[src/rtl/paged_bcd_counter_display.sv]
// Free-running counter with start/stop button and clear; value converted to BCD by shift-add-3
// and paged onto DISP_DIGITS 7-seg digits. Optional macro: LEADING_ZERO_BLANK_EN.
module paged_bcd_counter_display #(
  parameter int CNT_W       = 36,
  parameter int NUM_DIGITS  = 12,
  parameter int DISP_DIGITS = 3,
  parameter int PAGE_TICKS  = 25_000_000,
  localparam int NUM_PAGES  = (NUM_DIGITS + DISP_DIGITS - 1) / DISP_DIGITS,
  localparam int PG_W       = $clog2(NUM_PAGES + 1)
) (
  input  logic                     CLOCK_50,
  input  logic                     reset,
  input  logic                     toggle_btn,
  input  logic                     clear,
  output logic                     running,
  output logic                     overflow,
  output logic [7*DISP_DIGITS-1:0] hex,
  output logic [PG_W-1:0]          frame
);

  localparam int SLOTS = NUM_PAGES * DISP_DIGITS;
  localparam int DW_W  = $clog2(PAGE_TICKS);
  localparam int BC_W  = $clog2(CNT_W);

  typedef enum logic [1:0] {CONV_IDLE, CONV_SHIFT, CONV_DONE} conv_state_t;

  logic                     btn_meta, btn_sync, btn_prev;
  logic                     btn_fall;
  logic [CNT_W-1:0]         count;
  logic [DW_W-1:0]          dwell;
  logic [PG_W-1:0]          frame_nxt;
  logic                     page_end;
  logic                     start;
  conv_state_t              conv_state;
  logic [CNT_W-1:0]         snap;
  logic [BC_W-1:0]          bit_cnt;
  logic [4*NUM_DIGITS-1:0]  bcd_work, bcd_adj, disp_bcd;
  logic [4*SLOTS-1:0]       bcd_vis;
  logic [7*DISP_DIGITS-1:0] page_word [NUM_PAGES];
  logic [7*DISP_DIGITS-1:0] hex_nxt;

  function automatic logic [6:0] seg7(input logic [3:0] d);
    case (d)
      4'd0: seg7 = 7'h40;
      4'd1: seg7 = 7'h79;
      4'd2: seg7 = 7'h24;
      4'd3: seg7 = 7'h30;
      4'd4: seg7 = 7'h19;
      4'd5: seg7 = 7'h12;
      4'd6: seg7 = 7'h02;
      4'd7: seg7 = 7'h78;
      4'd8: seg7 = 7'h00;
      4'd9: seg7 = 7'h10;
      default: seg7 = 7'h7F;
    endcase
  endfunction

  assign btn_fall = btn_prev & ~btn_sync;

  // NOTE: state registers use non-blocking assignments so every flop samples pre-edge values.
  always_ff @(posedge CLOCK_50) begin
    if (reset) begin
      btn_meta <= 1'b1;
      btn_sync <= 1'b1;
      btn_prev <= 1'b1;
      running  <= 1'b1;
    end else begin
      btn_meta <= toggle_btn;
      btn_sync <= btn_meta;
      btn_prev <= btn_sync;
      if (btn_fall) running <= ~running;
    end
  end

  always_ff @(posedge CLOCK_50) begin
    if (reset) begin
      count    <= '0;
      overflow <= 1'b0;
    end else if (clear) begin
      count    <= '0;
      overflow <= 1'b0;
    end else if (running) begin
      count <= count + 1'b1;
      if (&count) overflow <= 1'b1;
    end
  end

  // frame itself is the page state: 0 = blank, NUM_PAGES..1 = pages, most significant first
  assign page_end = (dwell == DW_W'(PAGE_TICKS - 1));
  assign start    = (frame == '0) && (dwell == '0);

  always_comb begin
    frame_nxt = frame;
    if (page_end) frame_nxt = (frame == '0) ? PG_W'(NUM_PAGES) : frame - PG_W'(1);
  end

  always_ff @(posedge CLOCK_50) begin
    if (reset) begin
      conv_state <= CONV_IDLE;
      snap       <= '0;
      bit_cnt    <= '0;
      bcd_work   <= '0;
      disp_bcd   <= '0;
    end else begin
      case (conv_state)
        CONV_IDLE: begin
          if (start) begin
            snap       <= count;
            bit_cnt    <= '0;
            bcd_work   <= '0;
            conv_state <= CONV_SHIFT;
          end
        end
        CONV_SHIFT: begin
          bcd_work <= {bcd_adj[4*NUM_DIGITS-2:0], snap[CNT_W-1]};
          snap     <= snap << 1;
          bit_cnt  <= bit_cnt + 1'b1;
          if (bit_cnt == BC_W'(CNT_W - 1)) conv_state <= CONV_DONE;
        end
        CONV_DONE: begin
          disp_bcd   <= bcd_work;
          conv_state <= CONV_IDLE;
        end
        default: conv_state <= CONV_IDLE;
      endcase
    end
  end

  // NOTE: every combinational output gets a default first so no path infers a latch.
  always_comb begin
    bcd_adj = bcd_work;
    for (int i = 0; i < NUM_DIGITS; i++)
      if (bcd_work[4*i +: 4] >= 4'd5) bcd_adj[4*i +: 4] = bcd_work[4*i +: 4] + 4'd3;
  end

  // Slots past NUM_DIGITS (and blanked leading zeros) become code F, which decodes to blank
  always_comb begin
    bcd_vis = '1;
    bcd_vis[4*NUM_DIGITS-1:0] = disp_bcd;
`ifdef LEADING_ZERO_BLANK_EN
    for (int i = NUM_DIGITS - 1; i >= 1; i--) begin
      if (bcd_vis[4*i +: 4] == 4'd0) bcd_vis[4*i +: 4] = 4'hF;
      else break;
    end
`endif
  end

  always_comb begin
    for (int p = 0; p < NUM_PAGES; p++)
      for (int k = 0; k < DISP_DIGITS; k++)
        page_word[p][7*k +: 7] = seg7(bcd_vis[4*(p*DISP_DIGITS + k) +: 4]);
  end

  always_comb begin
    hex_nxt = '1;
    for (int p = 0; p < NUM_PAGES; p++)
      if (frame_nxt == PG_W'(p + 1)) hex_nxt = page_word[p];
  end

  always_ff @(posedge CLOCK_50) begin
    if (reset) begin
      frame <= '0;
      dwell <= '0;
      hex   <= '1;
    end else begin
      frame <= frame_nxt;
      dwell <= page_end ? '0 : dwell + 1'b1;
      hex   <= hex_nxt;
    end
  end

endmodule
[config.mk]
export PLATFORM = sky130hd
export DESIGN_NAME = paged_bcd_counter_display
export DESIGN_NICKNAME = d
export VERILOG_FILES = /design/src/rtl/paged_bcd_counter_display.sv
export SDC_FILE = /design/constraint.sdc
export NUM_CORES = 1
export LEC_CHECK = 0
export ABC_CLOCK_PERIOD_IN_PS = 3000
export CAP_MARGIN = 5
export CORE_MARGIN = 2
export CORE_UTILIZATION = 40
export DETAILED_ROUTE_END_ITERATION = 8
export SLEW_MARGIN = 0
export SYNTH_ARGS = -nofsm -noshare
export SYNTH_HDL_FRONTEND = slang
export SYNTH_SLANG_ARGS = --single-unit
[constraint.sdc]
create_clock -name CLOCK_50 -period 3 [get_ports CLOCK_50]
set_clock_uncertainty 0.2 [all_clocks]
set_input_delay 0.45 -clock CLOCK_50 [delete_from_list [all_inputs] [get_ports CLOCK_50]]
set_output_delay 0.45 -clock CLOCK_50 [all_outputs]
set_load 0.02 [all_outputs]
Yosys cells after proc, flatten, opt, wreduce, memory -nomap -nowiden
Memory sizes are Yosys's and may differ from the RTL's. A register that Yosys moved wholly into a read port is not among the register bits. Index checks and enable logic that the tools add are counted.

Register bits after elaboration: 230. Latch bits: 0. Bits in writable memories: 0. ROM bits: 1344. Input port bits: 4. Output and inout bits: 26. Logic and storage cells: 128. Memories kept: 12.

Add/subtract/negate cells: 16. Multipliers: 0. Div/mod/pow operators: 0. Order comparisons: 12. Equal/unequal tests: 10. Shift-type cells: 0. Mux-type cells: 51. Bitwise gates (word level): 3. Reductions and logical operators: 10.

Memory list: (name not given) (words 16, bits a word 7, read ports 1, clocked after memory_dff 1, write ports 0, line 43) `case (d)`; (name not given) (words 16, bits a word 7, read ports 1, clocked after memory_dff 1, write ports 0, line 43); (name not given) (words 16, bits a word 7, read ports 1, clocked after memory_dff 1, write ports 0, line 43); (name not given) (words 16, bits a word 7, read ports 1, clocked after memory_dff 1, write ports 0, line 43); (name not given) (words 16, bits a word 7, read ports 1, clocked after memory_dff 1, write ports 0, line 43); (name not given) (words 16, bits a word 7, read ports 1, clocked after memory_dff 1, write ports 0, line 43); 6 more memories.

Operator list (number): 4-bit two-way mux (35); 48-bit case mux with 2 select lines (1); 21-bit two-way mux (4); 36-bit case mux with 2 select lines (1); 4-bit by 3-bit >= comparator with 1-bit output, second input constant (12); 48-bit two-way mux (1); 4-bit by 2-bit adder with 4-bit output, second input constant (11); 37-bit AND reduction (1); 36-bit by 1-bit adder with 36-bit output, second input constant (1); 36-bit two-way mux (1); 25-bit by 1-bit adder with 25-bit output, second input constant (1); 25-bit == test, second input constant (1); 25-bit logical NOT (1); 6-bit case mux with 2 select lines (1); 3-bit two-way mux (3); 6-bit by 1-bit adder with 6-bit output, second input constant (1); 3-bit by 2-bit == test with 1-bit output, second input constant (2); 6-bit == test, second input constant (1); 6-bit two-way mux (1); 2-bit two-way mux (2); 2-bit inequality test, second input constant (2); 2-bit case mux with 2 select lines (1); 2-bit AND reduction (2); 2-bit OR reduction (2); 12 further kinds (13).

Longest topological paths before layout
Gate-level depths: netlist (run 1).

Word-level depth: 8. Mapped depth: 12.

Worst setup path after synthesis (run 1)
OpenSTA, ideal clock, no wires.

Path type: register -> register. Start point: register frame[0]. End point: register hex[0]. Setup time: 0.122 ns. Data arrival time: 2.155 ns. Data required time: 2.678 ns. Path slack: 0.523 ns. Stages on the path, launching flop included: 9. Period minus slack after synthesis: 2.477 ns. Path through: dfxtp_1 buf_2 nor2_1 ha_1 or4_1 a21oi_2 o21bai_2 buf_6 o32a_1.

Cells in the longest elaborated chain, start to end: 8. Elaborated cells between the ends (all ways): 12.

RTL lines: from (decl) (line 18) `output logic [PG_W-1:0] frame`; from (signal assigned) (line 166) `frame <= frame_nxt;`; 3-bit by 1-bit subtractor with 3-bit output / 3-bit logical NOT (equally long branches) (line 94) `if (page_end) frame_nxt = (frame == '0) ? PG_W'(NUM_PAGES) : frame - PG_W'(1);`; 3-bit two-way mux (line 94); 3-bit two-way mux * (line 94); 3-bit by 1-bit == test with 1-bit output (line 157) `if (frame_nxt == PG_W'(p + 1)) hex_nxt = page_word[p];`; 21-bit two-way mux (3 in series) (line 157); 21-bit two-way mux * (line 157); to (signal assigned) (line 168) `hex <= hex_nxt;`; to (decl) (line 17) `output logic [7*DISP_DIGITS-1:0] hex,`.

Every way passes the cells marked *; elsewhere a longest branch is shown, timed or not. A chain may end at the register's enable or synchronous reset.

Worst setup path in the final report (run 1)
Start point: register frame[0]. End point: register hex[19].

Same word-level chain as after synthesis.

==> results of run 1 <==
## state kept, by name, indices dropped and copies added, names as in the netlist, 2 cells and up
name,cells
page_word,84
bcd_work,48
bcd_vis,48
snap,36
dwell,25
hex,21
conv_state,2
count,36
frame,3
bit_cnt,6
## final timing paths
| kind | from | to | slack, ps | cells past startpoint |
|---|---|---|---|---|
| max | frame[0]$_SDFF_PP0_ | hex[19]$_SDFF_PP1_ | 430 | 8 |
| max reg2reg | frame[0]$_SDFF_PP0_ | hex[19]$_SDFF_PP1_ | 430 | 8 |
| min reg2reg | btn_meta$_SDFF_PP1_ | btn_sync$_SDFF_PP1_ | 220 | 1 |
| min | btn_meta$_SDFF_PP1_ | btn_sync$_SDFF_PP1_ | 220 | 1 |
## cell families after synthesis
group | share of synthesized area
muxes | 0.0443
buffers and inverters | 0.0571
and+or+nand+nor | 0.215
adders and majority gates | 0.0767
xor gates and xnor gates | 0.0476
AOI/OAI and AO/OA | 0.127
DFF | 0.433
## cell usage after synthesis (7+ instances only)
library cell | number | area (sq um)
nor4_1 | 36 | 225
a31oi_1 | 24 | 150
inv_1 | 97 | 364
nand4_1 | 21 | 131
xor2_1 | 40 | 350
o21ai_0 | 68 | 340
a211oi_1 | 13 | 97.6
o32a_1 | 21 | 210
nand3_1 | 80 | 400
or3_1 | 7 | 43.8
nand2b_1 | 16 | 100
and4_1 | 7 | 61.3
nand2_1 | 105 | 394
xnor2_1 | 39 | 342
clkbuf_1 | 78 | 293
ha_1 | 89 | 1110
nor3_1 | 52 | 260
nor2_1 | 236 | 886
buf_2 | 12 | 60.1
mux2i_1 | 62 | 621
buf_1 | 9 | 33.8
and3_1 | 28 | 175
a2bb2oi_1 | 21 | 184
a21oi_1 | 136 | 681
o22ai_1 | 12 | 75.1
dfxtp_1 | 314 | 6290
or2_2 | 40 | 250
## power by group through the flow
stage | clock (W) | combinational (W) | sequential [W]
floorplan | 0 | 0.000361 | 0.00438
global placement | 0 | 0.000513 | 0.00439
detailed placement | 0 | 0.000516 | 0.00440
CTS | 0.00459 | 0.000519 | 0.00431
global route | 0.00477 | 0.000579 | 0.00432
finish | 0.00448 | 0.000515 | 0.00431
## metrics by stage
step	instances	setup WS (ps)
after global placement	2118	513
final	2184	429
after global routing	2184	253
after floorplan	1705	523
after CTS	2184	431
after detailed placement	2118	436
## layer usage
metal  wire (microns)  share of wire  up-vias
met2            13600           0.43      148
met5                0              0        -
met1            16600           0.52     5229
met3             1160          0.036       41
met4              599          0.019        0
li1                 -              -     5809
## critical path: stages (launching register included)
cell,delay [ps]
dfxtp_1,490
nor2_1,110
ha_1,400
nand4_1,130
a211oi_1,310
a31oi_2,70
buf_4,240
a2bb2oi_1,160
o32a_1,350
## cell type report
class | count | area [sq um] | area share
repair buffers | 59 | 576 | 0.0349
multi-input cells | 1186 | 7440 | 0.451
flip-flops and latches | 314 | 6290 | 0.382
clock buffers | 53 | 1080 | 0.0653
clock inverters | 13 | 151 | 0.00919
well taps | 461 | 577 | 0.0350
inverters | 98 | 368 | 0.0223
## placed cells by master (no fill, tap or decap), drive strengths merged, types with 39 or more instances in the layout
cell type | synthesis | final
dfxtp | 314 | 314
nor2 | 236 | 236
a21oi | 137 | 137
nand2 | 105 | 105
inv | 97 | 100
ha | 89 | 89
nand3 | 81 | 81
o21ai | 69 | 69
mux2i | 63 | 63
clkbuf | 78 | 53
nor3 | 52 | 52
or2 | 40 | 40
xor2 | 40 | 40
xnor2 | 39 | 39
nor4 | 39 | 39
==> impl_results.md, run 1 <==
* Fin crit share at 0.857
* Tightest Pin Transition at 782 ps
* Initial cell density of the core at 0.407
* Pleak at 6.89 nW
* Syn Area/Cell at 8.52 sq um
* Pin count of the biggest net entering global routing at 98
* Setup violations, final at 0
* Final min period at 2570 ps
* Clock slew seen by the registers of the worst setup and hold paths at 60 ps
* Switch share at 0.231
* Max VDD drop at 339 uV
* Final-stage net count at 1788
* Worst Path Required at 3200 ps
* Post-Synthesis Cell Area at 14500 sq um
* Core area at 35700 sq um
* Finished Cell Area at 16500 sq um
* Die Wd at 195 microns
* Sequential share of power at 0.463
* Pwr per Cell Area at 565 nW/um^2
* Internal at 0.00716 W
* Grt ovf at 0
* Drt total wl at 32.0 mm
* Final Util at 0.462
* Clock network fraction of total power at 0.482
* Rows at 69
* Top Usage Layer GRT: met2
* Hold Slack at 219 ps
* Port bufs at 29
* Fin. Hold Viols at 0
* Layout cells sized above 1 at 0.0847
* RSZ-0062 raised after global routing: no
* Drt first pass iters at 5
* Critical path class: reg -> reg
* Die Height at 195 microns
* Sequential fraction of the synthesis area at 0.433
* HP Class: reg -> reg
* Via count at 11.2k
* Vias per cell at 5.14
* Net Count, Synth at 1798
* Synth cell types at 48
* Setup TNS Final at 0 ps
* Initial antenna violation count at 0
* CTS resizes at 0
* Hold bufs inserted after CTS at 0
* Final ANT Viol Nets at 0
* Io pins at 30
* Sw power at 0.00215 W
* CP Capture Type: flip-flop
* DRC violations left at 0
* M2 GR Usage at 0.266
* CTS Sinks at 314
* Final Power at 0.00930 W
* H-tree depth at 2
* Diode count at 0
* CTS tree: done
* P&R area growth vs syn at 13.4%
* Fin. max-slew vios at 0
* Status: complete, no violations
* Routability cong. at 0.833
* Vias in the first global route at 10.8k
* Global Route met3 Usage at 0.0250
* Hpwl dp at 21.4 mm
* Max-Cap Viols at 0
* Met1 Use GR at 0.242
* Fill cells at 3390
* Fmax at 389 MHz
* Max clock buf depth at 3
* Routed WL per cell at 14.6 microns
* Post-synth EDFFs at 0
* Yosys warnings at 0
* Cell count after synthesis at 1705
* Wire length of the first global-routing pass at 53.9 mm
* Register bit total from synthesis at 314
* Worst EP arrival at 2770 ps
* Postcts setup bufs at 0
* DIE AREA at 37800 sq um
* Drt first-iter violations at 629
* Worst-path fanout max at 21
* CTS Buf Count at 36
* Root Driver: clkbuf_16
* DP Area at 15200 sq um
* Async set or reset register ratio after synthesis at 0
* Top_reg_cell synth: dfxtp_1
* Slew HR at 0.479
* Worst-Skew Late Latency at 520 ps
* Gr usage total at 0.169
* Comb power frac at 0.055
* Worst Setup Start Kind: flip-flop
Power figures use the tool's default switching activity.
==> run 2: changes to the inputs <==
--- a/config.mk
+++ b/config.mk
@@ -8,8 +8,9 @@
 export ABC_CLOCK_PERIOD_IN_PS = 3000
 export CAP_MARGIN = 5
 export CORE_MARGIN = 2
-export CORE_UTILIZATION = 40
+export CORE_UTILIZATION = 62
 export DETAILED_ROUTE_END_ITERATION = 8
+export PLACE_DENSITY = 0.79
 export SLEW_MARGIN = 0
 export SYNTH_ARGS = -nofsm -noshare
 export SYNTH_HDL_FRONTEND = slang
==> impl_results.md, run 2 (synthesis gave the netlist of run 1 again) <==
* Slew HR at 0.302 (was 0.479)
* Grt ovf at 0 (unchanged)
* Max clock buf depth at 3 (unchanged)
* RSZ-0062 raised after global routing: no (unchanged)
* Clock slew seen by the registers of the worst setup and hold paths at 60 ps (about the same)
* R2R depth at 6 (was 8)
* Diode count at 0 (unchanged)
* Initial antenna violation count at 0 (unchanged)
* Hold bufs inserted after CTS at 0 (unchanged)
* Final Util at 0.695 (was 0.462)
* Delay-heaviest family, CP: compound AO/OA/AOI/OAI gates (unchanged)
* Hold path endpoint: btn_sync$_SDFF_PP1_ (unchanged)
* Max FFs per register at 84 (unchanged)
* Fill cells at 1822 (was 3390)
* Critical path class: reg -> reg (unchanged)
* Worst-Skew Late Latency at 510 ps (was 520 ps)
* Fin. Hold Viols at 0 (unchanged)
* CTS Buf Count at 34 (was 36)
* Die Wd at 157 microns (was 195 microns)
* Worst Setup Start Kind: flip-flop (unchanged)
* Worst r2r dst: hex[6]$_SDFF_PP1_ (was hex[19]$_SDFF_PP1_)
* Fmax at 365 MHz (was 389 MHz)
* Worst-path fanout max at 21 (unchanged)
* Layout cells sized above 1 at 0.0818 (was 0.0847)
* Worst Path Required at 3190 ps (was 3200 ps)
* Status: complete, no violations (unchanged)
* Wire length of the first global-routing pass at 52.1 mm (was 53.9 mm)
* Final-stage net count at 1785 (was 1788)
* Slowest CP cell: or4_1 (was dfxtp_1)
* Fin. max-slew vios at 0 (unchanged)
* Root Driver: clkbuf_16 (unchanged)
* Pin count of the biggest net entering global routing at 83 (was 98)
* Core area at 23300 sq um (was 35700 sq um)
* Crit-path cells: nor2_1, ha_1, or4_1, a21oi_2, o21bai_2, o32a_1 (was nor2_1, ha_1, nand4_1, a211oi_1, a31oi_2, buf_4, a2bb2oi_1, o32a_1)
* Tightest Pin Transition at 1050 ps (was 782 ps)
* Postcts setup bufs at 0 (unchanged)
* Hpwl dp at 20.4 mm (was 21.4 mm)
* Startpoint of the worst hold path: btn_meta$_SDFF_PP1_ (unchanged)
* Worst EP arrival at 2930 ps (was 2770 ps)
* Final min period at 2740 ps (was 2570 ps)
* Gr usage total at 0.253 (was 0.169)
* Setup violations, final at 0 (unchanged)
* CP Capture Type: flip-flop (unchanged)
* CTS tree: done (unchanged)
* Max VDD drop at 472 uV (was 339 uV)
* Drt total wl at 31.0 mm (was 32.0 mm)
* Die Height at 157 microns (was 195 microns)
* R2r setup slk at 260 ps (was 430 ps)
* HP Class: reg -> reg (unchanged)
* DIE AREA at 24700 sq um (was 37800 sq um)
* Hold depth at 1 (unchanged)
* Fin crit share at 0.914 (was 0.857)
* Pwr per Cell Area at 554 nW/um^2 (was 565 nW/um^2)
* Slowest stage delay, CP at 580 ps (was 490 ps)
* Vias per cell at 5.69 (was 5.14)
* Pleak at 6.82 nW (was 6.89 nW)
* Routed WL per cell at 15.2 microns (was 14.6 microns)
* Routability cong. at 0.841 (was 0.833)
* Commonest non-fill, non-tap cell in the layout: dfxtp_1 (unchanged)
* Initial cell density of the core at 0.624 (was 0.407)
* CTS Sinks at 314 (unchanged)
* Commonest non-fill, non-tap cells in the layout: 314 x dfxtp_1, 236 x nor2_1, 136 x a21oi_1, 105 x nand2_1, 97 x inv_1 (unchanged)
* Rows at 56 (was 69)
* Port bufs at 29 (unchanged)
* Max-Cap Viols at 0 (unchanged)
* H-tree depth at 2 (unchanged)
* R2r startpoint: frame[0]$_SDFF_PP0_ (unchanged)
* Vias in the first global route at 11.0k (was 10.8k)
* Via count at 11.6k (was 11.2k)
* P&R area growth vs syn at 11.3% (was 13.4%)
* DRC violations left at 0 (unchanged)
* WP buf/inv at 0 (was 1)
* Hold Slack at 230 ps (was 219 ps)
* CTS resizes at 0 (unchanged)
* Setup TNS Final at 0 ps (unchanged)
* Final ANT Viol Nets at 0 (unchanged)
* Drt first-iter violations at 869 (was 629)
* Drt first pass iters at 5 (unchanged)
* Io pins at 30 (unchanged)
## run 2: cell types whose count changed in the layout (fill, tap and decap cells not counted)
cell / delta
inv_6: -3
clkinv_2: -2
clkinvlp_4: +3
buf_4: -1
clkbuf_1: -5
clkinv_4: +1
bufinv_16: -2
nor2b_4: -1
nor2b_2: +1
clkbuf_8: -2
## run 2: worst max-delay path by stage
stage | slack, ps | start | depth (start not counted) | end
2_1_floorplan | 520 | frame[0]$_SDFF_PP0_ | 8 | hex[0]$_SDFF_PP1_
3_3_place_gp | 410 | dwell[0]$_SDFF_PP0_ | 7 | hex[2]$_SDFF_PP1_
3_5_place_dp | 270 | dwell[0]$_SDFF_PP0_ | 7 | hex[6]$_SDFF_PP1_
4_1_cts | 280 | dwell[0]$_SDFF_PP0_ | 7 | hex[6]$_SDFF_PP1_
5_1_grt | 50 | dwell[0]$_SDFF_PP0_ | 7 | hex[10]$_SDFF_PP1_
6_report | 260 | frame[0]$_SDFF_PP0_ | 6 | hex[6]$_SDFF_PP1_
## run 2: metrics by stage
stage | total power (W) | instance area (sq um) | cells | setup WS [ps]
detailed placement | 0.00490 | 15100 | 1975 | 275
finish | 0.00896 | 16200 | 2031 | 258
floorplan | 0.00474 | 14500 | 1705 | 523
global route | 0.00925 | 16200 | 2031 | 45.2
global placement | 0.00489 | 15100 | 1975 | 407
CTS | 0.00901 | 16200 | 2031 | 279
## run 2: report_power, final
| part | internal (W) | total (W) | switching, W |
|---|---|---|---|
| combinational | 0.000150 | 0.000506 | 0.000356 |
| clock | 0.00248 | 0.00414 | 0.00166 |
| sequential | 0.00425 | 0.00431 | 0.0000523 |
## run 2: worst register-to-register path, cell delays in order (launching register included)
cell	delay (ps)
dfxtp_1	500
nor2_1	110
ha_1	370
or4_1	580
a21oi_2	210
o21bai_2	350
o32a_1	300
## run 2: layout make-up
type,instances,area [sq um],area share
clock buffers,46,1030,0.0637
multi-input cells,1186,7430,0.460
inverters,98,368,0.0228
well taps,319,399,0.0247
flip-flops and latches,314,6290,0.389
repair buffers,58,568,0.0351
clock inverters,10,86.3,0.00534
## run 2: routing by layer
metal / wire length [microns] / part of all wire / GRT usage / up-vias
met5: 0 / 0 / 0 / -
met4: 647 / 0.021 / 0.0736 / 0
met3: 1260 / 0.041 / 0.0341 / 56
met2: 14400 / 0.47 / 0.425 / 232
met1: 14700 / 0.47 / 0.341 / 5463
li1: - / - / - / 5800
==> edit: new RTL, config.mk and constraints of run 2 <==
Build with the macro `LEADING_ZERO_BLANK_EN` defined.
--- a/src/rtl/paged_bcd_counter_display.sv
+++ b/src/rtl/paged_bcd_counter_display.sv
@@ -2,2 +2,4 @@
 // and paged onto DISP_DIGITS 7-seg digits. Optional macro: LEADING_ZERO_BLANK_EN.
+`define LEADING_ZERO_BLANK_EN
+
 module paged_bcd_counter_display #(
Function: no difference found for any inputs over 4 cycles, from zero or initial values and one cycle with reset high; that may be too few to reach the edited logic, so the function may still have changed.
==> edit against run 2 <==
  * The flow now finishes with violations (negative setup slack)
  * Setup slack worse by 370 ps
  * First-iteration DRC count up 23%
  * Total power down 20%
  * Critical path depth up 5
  * Hold slack worse by 110 ps
  * Area after synthesis down 8.7%
  * Final area down 3.6%
  * Sequential cell count down 77
  * Core utilization up 4.6 points
  * Wire length up 9.0%
  * Critical path type unchanged
  * Critical endpoint is now hex[9]
==> edit: results (changes against run 2) <==
hold_path:
  min_path_cells: 2  # +1
  hold_end: "disp_bcd[1]"
  min_path_type: "primary input to register"
  min_from: "reset"
placement:
  gp_routability_congestion: 0.9414  # +12%
  dp_hpwl_mm: 22.86  # +12%
  placed_cells: 2056  # +4.1%
  placedInstanceArea_um2: 14360  # -4.6%
route:
  met1Wirelength_mm: 15.58  # +6.3%
  via_count: 12468  # +7.9%
  wire_per_inst_um: 15.96  # +4.8%
  firstDrtPassIters: 6  # +1
  route.met2.wl_mm: 15.18  # +5.5%
  wl_met3_mm: 2.120  # +69%
pwr:
  ir_worst_vdd_mv: 0.4494  # -4.8%
  cellLeakagePower_nw: 6.052  # -11%
layout:
  clockNetworkAreaShare: 0.06021  # -0.008823
  final_layout_size_suffix_gt1_frac: 0.1338  # +0.05199
  nMultiInputCombCells: 1332  # +12%
  seqAreaFraction: 0.3045  # -0.08431
  syn_to_final_growth_pct: 17.56
  num-nets-final: 1909  # +6.9%
  n_clock_buffer: 38  # -17%
  num-nonclk-inverters: 76  # -22%
  fillers: 1611  # -12%
  multi_input_area_um2: 8043  # +8.2%
  area_share_nonclk_buffers: 0.07875  # +0.04362
clock_network:
  cts-resized-gates: 6  # +6
  cts_buffers: 26  # -24%
  cts_setup_buffers: 3  # +3
timing:
  whs_ps: 121.4  # -108.8 ps
  fin_tns_setup_ps: -311.4  # -311.4 ps
  setup_ws_ps: -110.4  # -368.0 ps
  setup_viol: 5  # +5
critical_path:
  critPathSlowestCell: "or4_4"
  cp.arrival_ps: 3320  # +390 ps
  reg2reg_from: "disp_bcd[24]"
  r2r_cells: 11  # +5
  regToRegEndpoint: "hex[9]"
  critPathTopFamily: "simple AND/OR/NAND/NOR gates"
synthesis:
  synth_area_leaders: "dfxtp_1, ha_1, nor2_1"
  synth_common_cells: "dfxtp_1, nor2_1, nand2_1"
  syn_inst: 1752  # +2.8%
  synth_top_area_frac: 0.3579  # -0.07493
  yosys_register_bits: 237  # -25%
grt:
  grtUsageTotal: 0.2929  # +0.04014
  use_met1: 0.4177  # +0.07698
  grt_pass1_wl_mm: 54.61  # +4.8%
outcome:
  status: "complete, but fails checks"
  failed_checks: "negative setup slack"
[edit: worst max-delay path by stage]
stage | startpoint | end | slack, ps
CTS | disp_bcd[24] | hex[10] | -80
detailed placement | disp_bcd[24] | hex[5] | -80
global placement | disp_bcd[24] | hex[10] | -30
floorplan | disp_bcd[24] | hex[10] | -80
global route | disp_bcd[24] | hex[9] | -180
finish | disp_bcd[24] | hex[9] | -110
[edit: report_power, final]
group	total (W)	internal, W	switching (W)	leakage (nW)
sequential	0.00328	0.00323	0.0000520	1.92
combinational	0.000503	0.000145	0.000358	3.67
clock	0.00341	0.00208	0.00133	0.462
[edit: kinds of logic after synthesis]
logic type,count (synthesis),share of synthesized area
buf+inv,183,0.05502
fa+ha+maj,86,0.08116
mux,7,0.005285
flops,237,0.3579
compound gates,369,0.1625
xor+xnor,86,0.05681
simple gates,784,0.2813
